File: config.mk
export PLATFORM = sky130hd
export DESIGN_NAME = mips32_muldiv_flat
export DESIGN_NICKNAME = d
export VERILOG_FILES = /design/src/rtl/mips32_muldiv_pkg.sv /design/src/rtl/mips32_muldiv_if.sv /design/src/rtl/mips32_muldiv_sign_cond.sv /design/src/rtl/mips32_muldiv.sv /design/src/flat_wrapper.sv
export SDC_FILE = /design/constraint.sdc
export NUM_CORES = 1
export LEC_CHECK = 0
export BUFFER_PORTS_ARGS = -buffer_cell sky130_fd_sc_hd__buf_2
export CAP_MARGIN = 20
export CORE_UTILIZATION = 30
export DETAILED_ROUTE_END_ITERATION = 10
export SLEW_MARGIN = 15
export SYNTH_ARGS = -nofsm -noshare
export SYNTH_HDL_FRONTEND = slang
export SYNTH_SLANG_ARGS = --single-unit
File: constraint.sdc
create_clock -name clk1 -period 8.84 [get_ports clk1]
set_input_delay 0.442 -clock clk1 [delete_from_list [all_inputs] [get_ports clk1]]
set_output_delay 0.442 -clock clk1 [all_outputs]
set_load 0.01 [all_outputs]
File: src/rtl/mips32_muldiv_pkg.sv
`default_nettype none
// ============================================================================
// Module : mips32_muldiv_pkg
// Brief  : Op codes, FSM state codes and decode funct codes for the MIPS32
//          multiply/divide unit. MIPS32_MADD_EN widens op to 3 bits.
// Rev    : 1.0
// ============================================================================
package mips32_muldiv_pkg;

`ifdef MIPS32_MADD_EN
  localparam int OP_W = 3;
`else
  localparam int OP_W = 2;
`endif

  localparam logic [OP_W-1:0] MD_MULT  = OP_W'(0);
  localparam logic [OP_W-1:0] MD_MULTU = OP_W'(1);
  localparam logic [OP_W-1:0] MD_DIV   = OP_W'(2);
  localparam logic [OP_W-1:0] MD_DIVU  = OP_W'(3);
`ifdef MIPS32_MADD_EN
  localparam logic [OP_W-1:0] MD_MADD  = OP_W'(4);
  localparam logic [OP_W-1:0] MD_MADDU = OP_W'(5);
`endif

  // SPECIAL-opcode funct fields used by the decode glue
  localparam logic [5:0] FUNCT_MFHI  = 6'h10;
  localparam logic [5:0] FUNCT_MTHI  = 6'h11;
  localparam logic [5:0] FUNCT_MFLO  = 6'h12;
  localparam logic [5:0] FUNCT_MTLO  = 6'h13;
  localparam logic [5:0] FUNCT_MULT  = 6'h18;
  localparam logic [5:0] FUNCT_MULTU = 6'h19;
  localparam logic [5:0] FUNCT_DIV   = 6'h1a;
  localparam logic [5:0] FUNCT_DIVU  = 6'h1b;

  typedef enum logic [1:0] {
    ST_IDLE = 2'd0,
    ST_RUN  = 2'd1,
    ST_FIX  = 2'd2
  } md_state_e;

  function automatic logic op_is_div(input logic [OP_W-1:0] op);
    return (op == MD_DIV) || (op == MD_DIVU);
  endfunction

  function automatic logic op_is_signed(input logic [OP_W-1:0] op);
`ifdef MIPS32_MADD_EN
    return (op == MD_MULT) || (op == MD_DIV) || (op == MD_MADD);
`else
    return (op == MD_MULT) || (op == MD_DIV);
`endif
  endfunction

`ifdef MIPS32_MADD_EN
  function automatic logic op_is_madd(input logic [OP_W-1:0] op);
    return (op == MD_MADD) || (op == MD_MADDU);
  endfunction
`endif

endpackage
`default_nettype wire

File: src/rtl/mips32_muldiv_if.sv
`default_nettype none
// ============================================================================
// Module : mips32_muldiv_if
// Brief  : EX-stage request / HI-LO result bundle for the multiply/divide unit.
// Rev    : 1.0
// ============================================================================
interface mips32_muldiv_if #(
  parameter int DATA_W = 32
);
  import mips32_muldiv_pkg::*;

  logic              in_valid;
  logic              in_ready;
  logic [OP_W-1:0]   op;
  logic [DATA_W-1:0] rs_val;
  logic [DATA_W-1:0] rt_val;
  logic              kill;
  logic              mthi_we;
  logic              mtlo_we;
  logic [DATA_W-1:0] wdata;
  logic              busy;
  logic              done;
  logic [DATA_W-1:0] hi;
  logic [DATA_W-1:0] lo;

  modport master (
    output in_valid, op, rs_val, rt_val, kill, mthi_we, mtlo_we, wdata,
    input  in_ready, busy, done, hi, lo
  );

  modport slave (
    input  in_valid, op, rs_val, rt_val, kill, mthi_we, mtlo_we, wdata,
    output in_ready, busy, done, hi, lo
  );
endinterface
`default_nettype wire

File: src/rtl/mips32_muldiv_sign_cond.sv
`default_nettype none
// ============================================================================
// Module : mips32_muldiv_sign_cond
// Brief  : Conditional two's-complement negate (abs on entry, sign fix on exit).
// Rev    : 1.0
// ============================================================================
module mips32_muldiv_sign_cond #(
  parameter int WIDTH = 32
) (
  input  logic [WIDTH-1:0] i_data,
  input  logic             i_neg,
  output logic [WIDTH-1:0] o_data
);
  assign o_data = i_neg ? (~i_data + 1'b1) : i_data;
endmodule
`default_nettype wire

File: src/rtl/mips32_muldiv.sv
`default_nettype none
// ============================================================================
// Module : mips32_muldiv
// Brief  : Radix-2 iterative MULT/MULTU/DIV/DIVU with HI/LO; MIPS32_MADD_EN adds
//          MADD/MADDU accumulate into {HI,LO}.
// Rev    : 1.0
// ============================================================================
module mips32_muldiv
  import mips32_muldiv_pkg::*;
#(
  parameter int DATA_W = 32
) (
  input  logic           clk1,
  input  logic           rst,
  mips32_muldiv_if.slave md
);
  localparam int CNT_W = $clog2(DATA_W);
  localparam int ACC_W = 2 * DATA_W;

  md_state_e         state_q, state_d;
  logic [CNT_W-1:0]  count_q, count_d;
  logic [ACC_W-1:0]  acc_q, acc_d;
  logic [DATA_W-1:0] opnd_q, opnd_d;
  logic [OP_W-1:0]   op_q, op_d;
  logic              neg_a_q, neg_a_d;
  logic              neg_b_q, neg_b_d;
  logic              div0_q, div0_d;
  logic [DATA_W-1:0] hi_q, hi_d;
  logic [DATA_W-1:0] lo_q, lo_d;
  logic              done_q, done_d;

  logic              w_accept, w_in_div, w_in_sgn, w_neg_rs, w_neg_rt;
  logic [DATA_W-1:0] w_mag_rs, w_mag_rt, w_quo_fix, w_rem_fix, w_div_diff;
  logic [DATA_W:0]   w_mul_sum, w_div_rem;
  logic              w_div_ge;
  logic [ACC_W-1:0]  w_mul_step, w_div_step, w_prod_fix;

  assign w_accept = md.in_valid & md.in_ready & ~md.kill;
  assign w_in_div = op_is_div(md.op);
  assign w_in_sgn = op_is_signed(md.op);
  assign w_neg_rs = w_in_sgn & md.rs_val[DATA_W-1];
  assign w_neg_rt = w_in_sgn & md.rt_val[DATA_W-1];

  mips32_muldiv_sign_cond #(.WIDTH(DATA_W)) u_abs_rs (
    .i_data(md.rs_val), .i_neg(w_neg_rs), .o_data(w_mag_rs));
  mips32_muldiv_sign_cond #(.WIDTH(DATA_W)) u_abs_rt (
    .i_data(md.rt_val), .i_neg(w_neg_rt), .o_data(w_mag_rt));

  // Multiply: multiplier sits in the low half and is consumed LSB first.
  assign w_mul_sum  = {1'b0, acc_q[ACC_W-1:DATA_W]} + (acc_q[0] ? {1'b0, opnd_q} : '0);
  assign w_mul_step = {w_mul_sum, acc_q[DATA_W-1:1]};

  // Divide: partial remainder in the high half, quotient bits enter at the bottom.
  assign w_div_rem  = acc_q[ACC_W-1:DATA_W-1];
  assign w_div_ge   = (w_div_rem >= {1'b0, opnd_q});
  assign w_div_diff = w_div_rem[DATA_W-1:0] - opnd_q;
  assign w_div_step = w_div_ge ? {w_div_diff, acc_q[DATA_W-2:0], 1'b1}
                               : {w_div_rem[DATA_W-1:0], acc_q[DATA_W-2:0], 1'b0};

  mips32_muldiv_sign_cond #(.WIDTH(ACC_W)) u_fix_prod (
    .i_data(acc_q), .i_neg(neg_a_q ^ neg_b_q), .o_data(w_prod_fix));
  mips32_muldiv_sign_cond #(.WIDTH(DATA_W)) u_fix_quo (
    .i_data(acc_q[DATA_W-1:0]), .i_neg(neg_a_q ^ neg_b_q), .o_data(w_quo_fix));
  mips32_muldiv_sign_cond #(.WIDTH(DATA_W)) u_fix_rem (
    .i_data(acc_q[ACC_W-1:DATA_W]), .i_neg(neg_a_q), .o_data(w_rem_fix));

  always_comb begin
    state_d = state_q;
    count_d = count_q;
    acc_d   = acc_q;
    opnd_d  = opnd_q;
    op_d    = op_q;
    neg_a_d = neg_a_q;
    neg_b_d = neg_b_q;
    div0_d  = div0_q;
    hi_d    = hi_q;
    lo_d    = lo_q;
    done_d  = 1'b0;
    case (state_q)
      ST_IDLE: begin
        if (md.mthi_we) hi_d = md.wdata;
        if (md.mtlo_we) lo_d = md.wdata;
        if (w_accept) begin
          op_d    = md.op;
          neg_a_d = w_neg_rs;
          neg_b_d = w_neg_rt;
          count_d = '0;
          div0_d  = w_in_div && (md.rt_val == '0);
          opnd_d  = w_in_div ? w_mag_rt : w_mag_rs;
          if (w_in_div && (md.rt_val == '0)) begin
            acc_d   = {md.rs_val, {DATA_W{1'b1}}};
            state_d = ST_FIX;
          end else begin
            acc_d   = {{DATA_W{1'b0}}, (w_in_div ? w_mag_rs : w_mag_rt)};
            state_d = ST_RUN;
          end
        end
      end
      ST_RUN: begin
        acc_d   = op_is_div(op_q) ? w_div_step : w_mul_step;
        count_d = count_q + 1'b1;
        if (count_q == CNT_W'(DATA_W - 1)) state_d = ST_FIX;
      end
      ST_FIX: begin
        state_d = ST_IDLE;
        done_d  = 1'b1;
        if (div0_q) begin
          {hi_d, lo_d} = acc_q;
        end else if (op_is_div(op_q)) begin
          hi_d = w_rem_fix;
          lo_d = w_quo_fix;
        end
`ifdef MIPS32_MADD_EN
        else if (op_is_madd(op_q)) begin
          {hi_d, lo_d} = {hi_q, lo_q} + w_prod_fix;
        end
`endif
        else begin
          {hi_d, lo_d} = w_prod_fix;
        end
      end
      default: state_d = ST_IDLE;
    endcase
    // A flush abandons the op without touching HI/LO or raising done.
    if (md.kill && (state_q != ST_IDLE)) begin
      state_d = ST_IDLE;
      done_d  = 1'b0;
      hi_d    = hi_q;
      lo_d    = lo_q;
    end
  end

  always_ff @(posedge clk1) begin
    if (rst) begin
      state_q <= ST_IDLE;
      count_q <= '0;
      acc_q   <= '0;
      opnd_q  <= '0;
      op_q    <= '0;
      neg_a_q <= 1'b0;
      neg_b_q <= 1'b0;
      div0_q  <= 1'b0;
      hi_q    <= '0;
      lo_q    <= '0;
      done_q  <= 1'b0;
    end else begin
      state_q <= state_d;
      count_q <= count_d;
      acc_q   <= acc_d;
      opnd_q  <= opnd_d;
      op_q    <= op_d;
      neg_a_q <= neg_a_d;
      neg_b_q <= neg_b_d;
      div0_q  <= div0_d;
      hi_q    <= hi_d;
      lo_q    <= lo_d;
      done_q  <= done_d;
    end
  end

  assign md.in_ready = (state_q == ST_IDLE);
  assign md.busy     = (state_q != ST_IDLE);
  assign md.done     = done_q;
  assign md.hi       = hi_q;
  assign md.lo       = lo_q;
endmodule
`default_nettype wire

File: src/flat_wrapper.sv
// flat-port wrapper written by rule: the top's interface ports become plain ports
module mips32_muldiv_flat import mips32_muldiv_pkg::*;
#(
  parameter int DATA_W = 32
)
  (clk1, rst, md_in_valid, md_op, md_rs_val, md_rt_val, md_kill, md_mthi_we, md_mtlo_we, md_wdata, md_in_ready, md_busy, md_done, md_hi, md_lo);
  mips32_muldiv_if #(.DATA_W(DATA_W)) md_i ();
  input  logic clk1;
  input  logic rst;
  input wire logic [$bits(md_i.in_valid)-1:0] md_in_valid;
  input wire logic [$bits(md_i.op)-1:0] md_op;
  input wire logic [$bits(md_i.rs_val)-1:0] md_rs_val;
  input wire logic [$bits(md_i.rt_val)-1:0] md_rt_val;
  input wire logic [$bits(md_i.kill)-1:0] md_kill;
  input wire logic [$bits(md_i.mthi_we)-1:0] md_mthi_we;
  input wire logic [$bits(md_i.mtlo_we)-1:0] md_mtlo_we;
  input wire logic [$bits(md_i.wdata)-1:0] md_wdata;
  output wire logic [$bits(md_i.in_ready)-1:0] md_in_ready;
  output wire logic [$bits(md_i.busy)-1:0] md_busy;
  output wire logic [$bits(md_i.done)-1:0] md_done;
  output wire logic [$bits(md_i.hi)-1:0] md_hi;
  output wire logic [$bits(md_i.lo)-1:0] md_lo;
  assign md_i.in_valid = md_in_valid;
  assign md_i.op = md_op;
  assign md_i.rs_val = md_rs_val;
  assign md_i.rt_val = md_rt_val;
  assign md_i.kill = md_kill;
  assign md_i.mthi_we = md_mthi_we;
  assign md_i.mtlo_we = md_mtlo_we;
  assign md_i.wdata = md_wdata;
  assign md_in_ready = md_i.in_ready;
  assign md_busy = md_i.busy;
  assign md_done = md_i.done;
  assign md_hi = md_i.hi;
  assign md_lo = md_i.lo;
  mips32_muldiv #(.DATA_W(DATA_W)) u_core (.clk1(clk1), .rst(rst), .md(md_i));
endmodule
Word level (Yosys, flattened, before mapping):

Index checks and enable logic that the tools add are counted.

* register bits after elaboration: 173
* output and inout port bits: 67
* word-level logic and storage cells: 88

* $add $sub $neg: 8
* multiplexer cells: 28
* bitwise operators: 12
* eq/ne operators: 11
* magnitude comparators: 1
* reductions and logical operators: 17

Operators with widths (count)
* $mux 32: 13
* $mux 64: 5
* $add 32x1->32 const B: 4
* $not 32->32: 4
* $pmux 32 s2: 2
* $pmux 64 s2: 1
* $add 64x1->64 const B: 1
* $not 64->64: 1
* $add 32x33->33: 1
* $ge 33x32->1: 1
* $logic_not 32->1: 1
* $sub 32x32->32: 1
* $eq 2x2->1 const B: 5
* $pmux 5 s2: 1
* $mux 2: 3
* $ne 2x2->1 const B: 3
* $reduce_and 2->1: 3
* $reduce_and 3->1: 2
* $reduce_bool 2->1: 3
* $add 5x1->5 const B: 1
* $eq 5x5->1 const B: 1
* $mux 5: 1
* $and 1x1->1: 4
* $logic_not 2->1: 2
* other kinds (9): 13

Depth between registers and ports, before layout:

Gate-level depths: netlist (run 1).

* word-level depth: 8
* depth in mapped cells: 15
* depth with buffers taken out: 14

By module:

A second synthesis (run 1) with hierarchy kept.

* cell total of the unflattened synthesis: 2393
* area, all modules: 18421.4 um^2

Modules (own cells, without submodules)
* mips32_muldiv: sequential area each 3443.3 um^2, times used 1, cells an instance 1791, area each 13664.4 um^2
* mips32_muldiv_sign_cond (u_core.u_abs_rs ...): sequential area each 0.0 um^2, times used 4, cells an instance 99, area each 777.0 um^2
* mips32_muldiv_sign_cond (u_core.u_fix_prod): sequential area each 0.0 um^2, times used 1, cells an instance 206, area each 1649.1 um^2

Least setup slack after synthesis (run 1):

No wires, ideal clock.

* path kind: flip-flop to flip-flop
* start: register u_core.acc_q[0]
* end: register u_core.acc_q[61]
* arrival time: 3.264 ns
* buffers on the path: 1
* slack: 5.490 ns
* data required time: 8.754 ns
* cell stages (with the launch flop): 15
* cell sequence: dfxtp_1 inv_1 clkbuf_1 nor2_1 ha_1 a211o_1 a31o_2 a21oi_1 nor3_1 o31a_1 o41ai_1 o21bai_1 a21oi_1 xor2_1 a211oi_1

* cells in the longest elaborated chain, start to end: 4

Ends and longest elaborated chain
* start: declaration: line mips32_muldiv.sv:22 `logic [ACC_W-1:0] acc_q, acc_d;`
* start signal: assignment: line mips32_muldiv.sv:137 `acc_q <= '0;`
* start signal: assignment: line mips32_muldiv.sv:149 `acc_q <= acc_d;`
* $mux 32: line mips32_muldiv.sv:50 `assign w_mul_sum = {1'b0, acc_q[ACC_W-1:DATA_W]} + (acc_q[0] ? {1'b0, opnd_q} : '0);`
* $add 32x33->33: line mips32_muldiv.sv:50
* $mux 64: line mips32_muldiv.sv:100 `acc_d = op_is_div(op_q) ? w_div_step : w_mul_step;`
* $pmux 64 s2: line mips32_muldiv.sv:79 `case (state_q)`

No other way between the ends.
A chain may end at the register's enable or synchronous reset.

Worst setup path after layout (run 1):

* start: register u_core.acc_q[0]
* end: register u_core.acc_q[56]

The elaborated chain is that of the path after synthesis.

==> results of run 1 <==
## final timing paths
| check | start | end | slack (ns) |
|---|---|---|---|
| worst max-delay path | u_core.acc_q[0] | u_core.acc_q[56] | 4.50 |
| worst max register to register | u_core.acc_q[0] | u_core.acc_q[56] | 4.50 |
| worst min-delay path | md_wdata[3] | u_core.md.hi[3] | 0.24 |
| worst min register to register | u_core.md.hi[31] | u_core.md.hi[31] | 0.45 |
## power by group
part	switching (µW)	leakage, µW	total (µW)	internal [µW]
clock network	384	0.000304	841	457
registers	71.2	0.00141	894	823
logic	534	0.00521	851	318
total	990	0.00693	2590	1600
## stage by stage
stage                     cells  worst slack, ns  hold slack [ns]
after floorplan            2061             5.49            0.432
after CTS                  2809             4.61            0.229
final                      2810             4.50            0.241
after global routing       2810             4.25            0.257
after global placement     2777             4.73            0.428
after detailed placement   2778             4.62            0.436
## cell families after synthesis
kind of cell,Yosys count,synth area share (%)
multiplexers,39,2.75
AND/OR/NAND/NOR,707,22.0
buffers and inverters,206,5.39
flip-flops,172,23.1
AO/OA/AOI/OAI,691,30.3
XOR/XNOR,174,10.2
adder cells (fa/ha/maj),72,6.16
## routing by layer
layer	routed length, µm	GRT usage [%]
met1	27200	32.7
met2	26700	37.1
met3	5530	4.25
met4	2770	10.4
met5	18	0
## state kept, by name, indices dropped and copies added (netlist names)
signal	cells
u_core.md.lo	32
u_core.md.hi	32
u_core.op_q	1
u_core.neg_a_q	1
u_core.state_q	2
u_core.opnd_q	32
u_core.count_q	5
u_core.acc_q	64
u_core.div0_q	1
u_core.md.done	1
u_core.neg_b_q	1
## Yosys cell counts, drive strengths merged (7+ instances only)
| master | count | area share [%] |
|---|---|---|
| o21bai | 7 | 0.35 |
| mux2i | 24 | 1.6 |
| o41ai | 24 | 1.5 |
| dfxtp | 172 | 23 |
| o31ai | 17 | 0.86 |
| o22ai | 12 | 0.50 |
| xnor2 | 90 | 5.3 |
| a31oi | 20 | 0.88 |
| a2111oi | 30 | 1.8 |
| o21ai | 95 | 3.2 |
| o21a | 8 | 0.40 |
| a211oi | 70 | 3.6 |
| and3 | 14 | 0.59 |
| a21oi | 250 | 8.4 |
| a21o | 38 | 1.9 |
| clkbuf | 119 | 3.0 |
| nor2b | 8 | 0.34 |
| xor2 | 84 | 4.9 |
| mux2 | 15 | 1.1 |
| o211ai | 31 | 1.6 |
| or4 | 11 | 0.58 |
| a211o | 7 | 0.41 |
| or3 | 18 | 0.79 |
| nand3 | 42 | 1.4 |
| nand2b | 19 | 0.80 |
| a311oi | 8 | 0.47 |
| a22oi | 14 | 0.71 |
| nand2 | 171 | 4.3 |
| inv | 65 | 1.6 |
| nor2 | 273 | 6.9 |
| nor4 | 16 | 0.77 |
| ha | 70 | 5.9 |
| nor3 | 75 | 2.7 |
| and2 | 29 | 1.2 |
| buf | 22 | 0.75 |
## layout make-up
class                           count  area [µm²]
Clock buffer                       17         425
Clock inverter                     14         200
Fill cell                        5286       32100
Inverter                           65         244
Multi-Input combinational cell   1683       10700
Sequential cell                   172        3440
Tap cell                          664         831
Timing Repair Buffer              195        1070
## worst register-to-register path: cells and delay by family (launching register included)
| family | cells | cell delay [ns] |
|---|---|---|
| AO/OA/AOI/OAI | 6 | 1.51 |
| XOR/XNOR | 1 | 0.18 |
| flip-flops | 1 | 0.47 |
| AND/OR/NAND/NOR | 4 | 1.32 |
| adder cells (fa/ha/maj) | 1 | 0.30 |
| buffers and inverters | 2 | 0.42 |
## placed cells by master, fill, tap and decap left out, drive strengths merged, types with 11 or more instances in the layout
cell type / instances
a31oi: 20
clkbuf: 18
o211ai: 31
nand3: 42
mux2: 15
nor3: 75
o22ai: 12
dfxtp: 172
xor2: 84
or4: 11
a21o: 38
a211oi: 70
o31ai: 17
mux2i: 24
xnor2: 90
nand2: 171
nor2: 273
inv: 73
a2111oi: 30
o41ai: 24
and2: 29
o21ai: 95
nand2b: 19
nor4: 16
and3: 14
buf: 194
a21oi: 250
ha: 70
or3: 18
a22oi: 14
==> flow_summary.toml, run 1 <==
[status]
status = "complete, no violations"

[floorplanning]
rows = 81
die_y_um = 225
start_util_pct = 30.4
num_io_pins = 171
die_w_um = 225
core_area_mm2 = 0.0490
dieArea_mm2 = 0.0505

[detailed_routing]
wirelength_um = 62200
avgViaCountPerCell = 5.75
ant_nets = 0
wl_per_cell_um = 22.1
vias = 16200
drt_iter0_drc = 1760
drt_first_pass_iters = 8
drc = 0

[final_layout]
final_nets = 2310
drive_above_1_share_pct = 13.0
syn_to_final_growth_pct = 13.5
num_antenna_cells = 0
utilization_pct = 34.5
final_area_mm2 = 0.0169

[grt]
grt_first_pass_wirelength_um = 92000
antenna_found_initial = 4
overflow = 0
grt_usage_pct = 24.1
grt_max_degree = 143
grt_pass1_vias = 14800

[worst_setup_path]
r2r_cells = 14
crit_chain = "inv_1 > buf_4 > nor2_1 > ha_1 > a211oi_1 > o21ai_0 > o2111a_1 > nor4_1 > nor2_1 > a211oi_1 > xor2_1 > nor2_1 > a311oi_1 > o21ai_0"
critical_path.top_delay_family = "compound AO/OA/AOI/OAI gates"
worstSetupPathDepth = 14
worst_ep_arrival_time_ns = 4.67
crit_fanout = 31
start_kind = "flip-flop"
cp_data_required_time_ns = 9.17
end_kind = "flip-flop"
cp_common_cell = "nor2_1"
slowest_delay_ns = 0.79
worstSetupPathType = "flip-flop to flip-flop"
crit_buf_inv = 2
cp_slowest_cell = "nor4_1"

[synthesis]
synth_cell_types = 84
synth_cells = 2061
syn_area_mm2 = 0.0149
avgSynthCellArea_um2 = 7.22
synth-main-ff-cell = "dfxtp_1"
synth-edff-count = 0
ys_seq_area_share_pct = 23.1
syn_nets = 2237
synthArstFlopShare_pct = 0
yosys_warnings = 0
synth_seq_cells = 172

[timing]
hold_viol = 0
rsz0062_at_grt = "no"
finalClockSkew_ns = 0.0169
worstMarginPinSlew_ns = 1.08
drv_slew = 0
setup_violations = 0
relSlewSlack_pct = 28.3
finalCriticalPeriod_ns = 4.34
setup_tns_ns = 0
fmax_mhz = 230
period_share_pct = 49.1

[cts]
cts-resized-gates = 0
cts_hold_buf = 0
cts_setup_buffers = 0
cts_sinks = 172
insertion_delay_ns = 0.47
cts_tree = "yes"
clk_pin_slew_ns = 0.08
clock_path_buffers = 2
cts_htree_levels = 4
clock-root-buffer = "clkbuf_16"
numCtsBuffers = 17

[power_and_ir_drop]
leakage_uw = 0.00693
p_per_area_mw_per_mm2 = 153
max-vdd-ir-drop_mv = 0.125
finalPower_uw = 2590

[placement]
place_area_mm2 = 0.0163
portBuffers = 170
hpwl_um = 47400
place.gp.congestion = 1.03

[job]
maxCapViolations = 0

[hold_path]
hp-class = "primary input to flip-flop"
min_path_cells = 3
No activity file was read; power rests on OpenSTA's default activity.
==> run 2, diff against run 1 <==
==> constraint.sdc (replaced) <==
create_clock -name clk1 -period 3.78 [get_ports clk1]
set_input_delay 0.189 -clock clk1 [delete_from_list [all_inputs] [get_ports clk1]]
set_output_delay 0.189 -clock clk1 [all_outputs]
set_load 0.01 [all_outputs]
==> run 2 against run 1 <==
First-iteration DRC count is 11% lower. Clock power is 120% higher. Critical path depth stayed put. Via count is 2.6% higher. Combinational power is 150% higher. Critical path type unchanged. Largest cell class unchanged. Largest power group is now combinational cells.
==> flow_summary.toml, run 2 (synthesized netlist as in run 1, its figures left out) <==
[status]
status = "complete, no violations"

[final_layout]
final_nets = 2370
register_area_mm2 = 0.00344
num_antenna_cells = 0
utilization_pct = 35.4
multi_input_area_mm2 = 0.0107
top_register = "u_core.acc_q"
fillers = 5267
final_cell_mix = "nor2_1, a21oi_1, nand2_1, dfxtp_1, buf_2"
mostFrequentLayoutCell = "nor2_1"
largest_register_ffs = 64
drive_above_1_share_pct = 15.4
syn_to_final_growth_pct = 16.5
fin_cells = 2870

[cts]
cts_sinks = 172
cts_tree = "yes"
numCtsBuffers = 17
insertion_delay_ns = 0.46
cts_htree_levels = 4
clock-root-buffer = "clkbuf_16"
clock_path_buffers = 2
clk_pin_slew_ns = 0.08

[worst_setup_path]
crit_path_start = "u_core.acc_q[31]"
r2r_setup_slack_ns = 0.13
crit_fanout = 3
worstSetupPathType = "flip-flop to flip-flop"
cp_data_required_time_ns = 4.12
worstReg2RegEnd = "u_core.acc_q[62]"
r2r_cells = 14
start_kind = "flip-flop"
rr_startpoint = "u_core.acc_q[31]"
worst_ep_arrival_time_ns = 3.99
end_kind = "flip-flop"
crit_path_end = "u_core.acc_q[62]"

[power_and_ir_drop]
p_clk_share_pct = 31.0
power.internal_uw = 3720
max-vdd-ir-drop_mv = 0.235
p_sw_share_pct = 38.0
p_per_area_mw_per_mm2 = 347
leakage_uw = 0.00721
seq_power_share_pct = 34.1
p_sw_uw = 2280
combinationalPowerShare_pct = 34.9

[timing]
relSlewSlack_pct = 34.2
finalClockSkew_ns = 0.0115
drv_slew = 0
setup_violations = 0
rsz0062_at_grt = "no"
worstMarginPinSlew_ns = 0.987
fin_ws_ns = 0.134
period_share_pct = 96.5
finalCriticalPeriod_ns = 3.65
setup_tns_ns = 0
hold_viol = 0
fmax_mhz = 274

[floorplanning]
rows = 81
dieArea_mm2 = 0.0505
num_io_pins = 171
start_util_pct = 30.4
die_w_um = 225
core_area_mm2 = 0.0490
die_y_um = 225

[grt]
grt_max_degree = 78
grt_first_pass_wirelength_um = 92200
grt_usage_pct = 24.2
antenna_found_initial = 4
met3_usage_pct = 4.68
use_met1_pct = 32.6
overflow = 0
grt_pass1_vias = 15100
groute.layer.met2.usage_pct = 37.8
grt_most_used_layer = "met2"

[placement]
portBuffers = 170
hpwl_um = 49000
place_ws_ns = 0.175
place.gp.congestion = 0.989
dpl.cell_count = 2837

[hold_path]
hp-class = "primary input to flip-flop"
min_path_cells = 3

[detailed_routing]
drt_iter0_drc = 1561
vias = 16600
wirelength_um = 62700
ant_nets = 0
drt_first_pass_iters = 6
wl_per_cell_um = 21.8
drc = 0
avgViaCountPerCell = 5.77

[job]
maxCapViolations = 0
==> run 2: power groups by stage <==
stage | Clock (µW) | Combinational, µW | Sequential (µW)
floorplan | 0 | 1350 | 2060
global placement | 0 | 2030 | 2080
detailed placement | 0 | 2040 | 2080
CTS | 1870 | 2050 | 2040
global route | 1950 | 2260 | 2060
finish | 1860 | 2100 | 2050
==> run 2: final cells by class <==
| class | instances | area share (%) |
|---|---|---|
| Inverter | 65 | 1.41 |
| Timing Repair Buffer | 255 | 8.92 |
| Sequential cell | 172 | 19.9 |
| Clock inverter | 13 | 0.910 |
| Tap cell | 664 | 4.79 |
| Clock buffer | 18 | 2.48 |
| Multi-Input combinational cell | 1683 | 61.6 |
==> run 2: critical path, stage by stage, from the launching register on <==
cell and delay, ns:
dfxtp_1 0.31, inv_1 0.09, ha_1 0.17, inv_1 0.05
fa_1 0.40, a21o_1 0.19, a221o_1 0.35, a221o_1 0.39
a311o_1 0.39, a31oi_2 0.23, o211ai_1 0.19, a31oi_1 0.26
or3_1 0.14, a21oi_1 0.07, o31a_1 0.29
==> run 2: timing repair <==
action                     in CTS  in global routing
gates resized for setup         0                  4
hold endpoints to repair        2                  0
setup buffers                   0                  0
setup endpoints to repair       0                  3
hold buffers                    2                  0
==> run 2: worst min path at each step <==
stage	start	to
finish	md_wdata[29]	u_core.md.hi[29]
CTS	md_wdata[29]	u_core.md.hi[29]
floorplan	md_kill	u_core.state_q[1]
detailed placement	u_core.md.hi[25]	u_core.md.hi[25]
global route	md_wdata[29]	u_core.md.hi[29]
global placement	u_core.md.hi[14]	u_core.md.hi[14]
==> run 2: routing by layer <==
layer / routed length (µm) / vias up / share of wire (%)
li1: - / 7767 / -
met1: 27100 / 7870 / 43
met2: 27600 / 809 / 44
met3: 5540 / 125 / 8.8
met4: 2430 / 2 / 3.9
met5: 13 / - / 0.021
==> run 2: through the flow <==
stage	total power, µW	instance area [µm²]	hold slack, ns
after global routing	6260	17300	0.0550
final	6010	17300	0.0637
after CTS	5970	17300	0.0380
after detailed placement	4120	16700	0.433
after floorplan	3410	14900	0.268
after global placement	4110	16700	0.427
==> run 3, diff against run 2 <==
--- a/config.mk
+++ b/config.mk
@@ -5,6 +5,7 @@
 export SDC_FILE = /design/constraint.sdc
 export NUM_CORES = 1
 export LEC_CHECK = 0
+export ABC_CLOCK_PERIOD_IN_PS = 3780
 export BUFFER_PORTS_ARGS = -buffer_cell sky130_fd_sc_hd__buf_2
 export CAP_MARGIN = 20
 export CORE_UTILIZATION = 30
==> constraint.sdc (replaced) <==
create_clock -name clk1 -period 3.78 [get_ports clk1]
set_input_delay 0.378 -clock clk1 [delete_from_list [all_inputs] [get_ports clk1]]
set_output_delay 0.378 -clock clk1 [all_outputs]
set_load 0.01 [all_outputs]
==> run 3 against run 2 <==
Core utilization down 0.067 points. Global-route usage down 0.38 points. Sequential power about the same. Worst setup slack better by 0.053 ns. Total power about the same. Register-to-register slack better by 0.05 ns. First-iteration DRC count up 17%. Critical endpoint unchanged. Hold slack better by 0.10 ns. Sequential cell count unchanged. Clock skew up 0.0011 ns. Wire length down 0.74%.
==> flow_summary.toml, run 3 (synthesized netlist as in run 1, its figures left out) <==
[final_layout]
final_cell_mix = "nor2_1, a21oi_1, nand2_1, dfxtp_1, buf_2"
top_register = "u_core.acc_q"
final_nets = 2367
drive_above_1_share_pct = 15.3
largest_register_ffs = 64
mostFrequentLayoutCell = "nor2_1"
syn_to_final_growth_pct = 16.3

[timing]
finalCriticalPeriod_ns = 3.59
setup_violations = 0
finalClockSkew_ns = 0.0127
rsz0062_at_grt = "no"
setup_tns_ns = 0
holdWs_ns = 0.167
fmax_mhz = 278
worstMarginPinSlew_ns = 1.11
hold_viol = 0
relSlewSlack_pct = 25.6
drv_slew = 0
period_share_pct = 95.1

[detailed_routing]
wl_per_cell_um = 21.7
drc = 0
wl_met3_um = 5800
vias = 16700
avgViaCountPerCell = 5.81
wirelength_um = 62200
drt_iter0_drc = 1831
ant_nets = 0
drt_first_pass_iters = 6
maxUsedRoutingLayer = "met5"
wirelength_met1_um = 27000
wl_met2_um = 26800

[cts]
cts_hold_buf = 0
cts-resized-gates = 0
cts_htree_levels = 4
cts_tree = "yes"
cts_sinks = 172
clock_path_buffers = 2
cts_setup_buffers = 0
insertion_delay_ns = 0.47
numCtsBuffers = 17
clock-root-buffer = "clkbuf_16"
clk_pin_slew_ns = 0.08

[floorplanning]
die_w_um = 225
rows = 81
start_util_pct = 30.4
core_area_mm2 = 0.0490
die_y_um = 225
dieArea_mm2 = 0.0505
num_io_pins = 171

[grt]
grt_pass1_vias = 15000
grt_first_pass_wirelength_um = 91200
antenna_found_initial = 5
overflow = 0
grt_usage_pct = 23.8
grt_max_degree = 70

[placement]
hpwl_um = 48300
portBuffers = 170
place.gp.congestion = 0.977

[worst_setup_path]
worst_ep_arrival_time_ns = 3.94
cp_data_required_time_ns = 4.13
worstReg2RegEnd = "u_core.acc_q[62]"
crit_path_start = "u_core.acc_q[31]"
worstSetupPathType = "flip-flop to flip-flop"
end_kind = "flip-flop"
r2r_cells = 14
crit_path_end = "u_core.acc_q[62]"
r2r_setup_slack_ns = 0.19
start_kind = "flip-flop"
rr_startpoint = "u_core.acc_q[31]"
crit_fanout = 3

[power_and_ir_drop]
p_per_area_mw_per_mm2 = 347
leakage_uw = 0.00721
max-vdd-ir-drop_mv = 0.258

[job]
maxCapViolations = 0

[status]
status = "complete, no violations"

[hold_path]
hp-start = "md_wdata[3]"
hp-class = "primary input to flip-flop"
[run 3: cell types whose count changed in the layout (fill, tap and decap cells not counted), sizes merged]
cell         delta
buf             -1
bufinv          -1
clkinv          +3
clkinvlp        -1
diode           +1
dlygate4sd3     -2
[run 3: stage by stage]
step	power (µW)	utilization (%)	cell area (µm²)	setup WS (ns)	instances
2_1_floorplan	3410	-	14900	0.430	2061
3_3_place_gp	4110	34.1	16700	0.258	2836
3_5_place_dp	4120	34.1	16700	0.274	2836
4_1_cts	5960	35.3	17300	0.210	2868
5_1_grt	6250	35.3	17300	0.0337	2869
6_report	6010	35.3	17300	0.187	2869
[run 3: how the worst min path moves through the flow]
stage	cells after the start	end
floorplan	2	u_core.opnd_q[2]
global placement	2	u_core.md.hi[27]
detailed placement	2	u_core.md.hi[7]
CTS	3	u_core.md.hi[3]
global route	3	u_core.md.hi[3]
finish	3	u_core.md.hi[3]
[run 3: routing by layer]
| layer | vias up | GRT usage (%) |
|---|---|---|
| li1 | 7763 | - |
| met3 | 125 | 4.94 |
| met4 | 4 | 9.87 |
| met2 | 868 | 36.6 |
| met5 | - | 0 |
| met1 | 7913 | 32.2 |
[run 3: layout make-up]
| cell class | instances | area (µm²) |
|---|---|---|
| clock buffers | 18 | 439 |
| inverters | 65 | 244 |
| repair buffers | 252 | 1510 |
| clock inverters | 14 | 154 |
| flip-flops and latches | 172 | 3440 |
| fillers | 5246 | 31700 |
| well taps | 664 | 831 |
| multi-input cells | 1683 | 10700 |
| diodes | 1 | 2.50 |
[run 3: power breakdown]
group	switching (µW)	leakage [µW]	total [µW]	internal, µW
combinational	1290	0.00550	2100	807
clock	908	0.000295	1860	955
sequential	118	0.00141	2040	1920
total	2320	0.00721	6010	3690
[run 3: worst max-delay path, cell delays in order (launching register included)]
cell and delay, ns:
dfxtp_1 0.31, inv_1 0.09, ha_1 0.17, inv_1 0.05, fa_1 0.40, a21o_1 0.19, a221o_1 0.35, a221o_1 0.39
a311o_1 0.40, a31oi_4 0.21, o211ai_1 0.18, a31oi_1 0.24, or3_1 0.13, a21oi_1 0.06, o31a_1 0.30
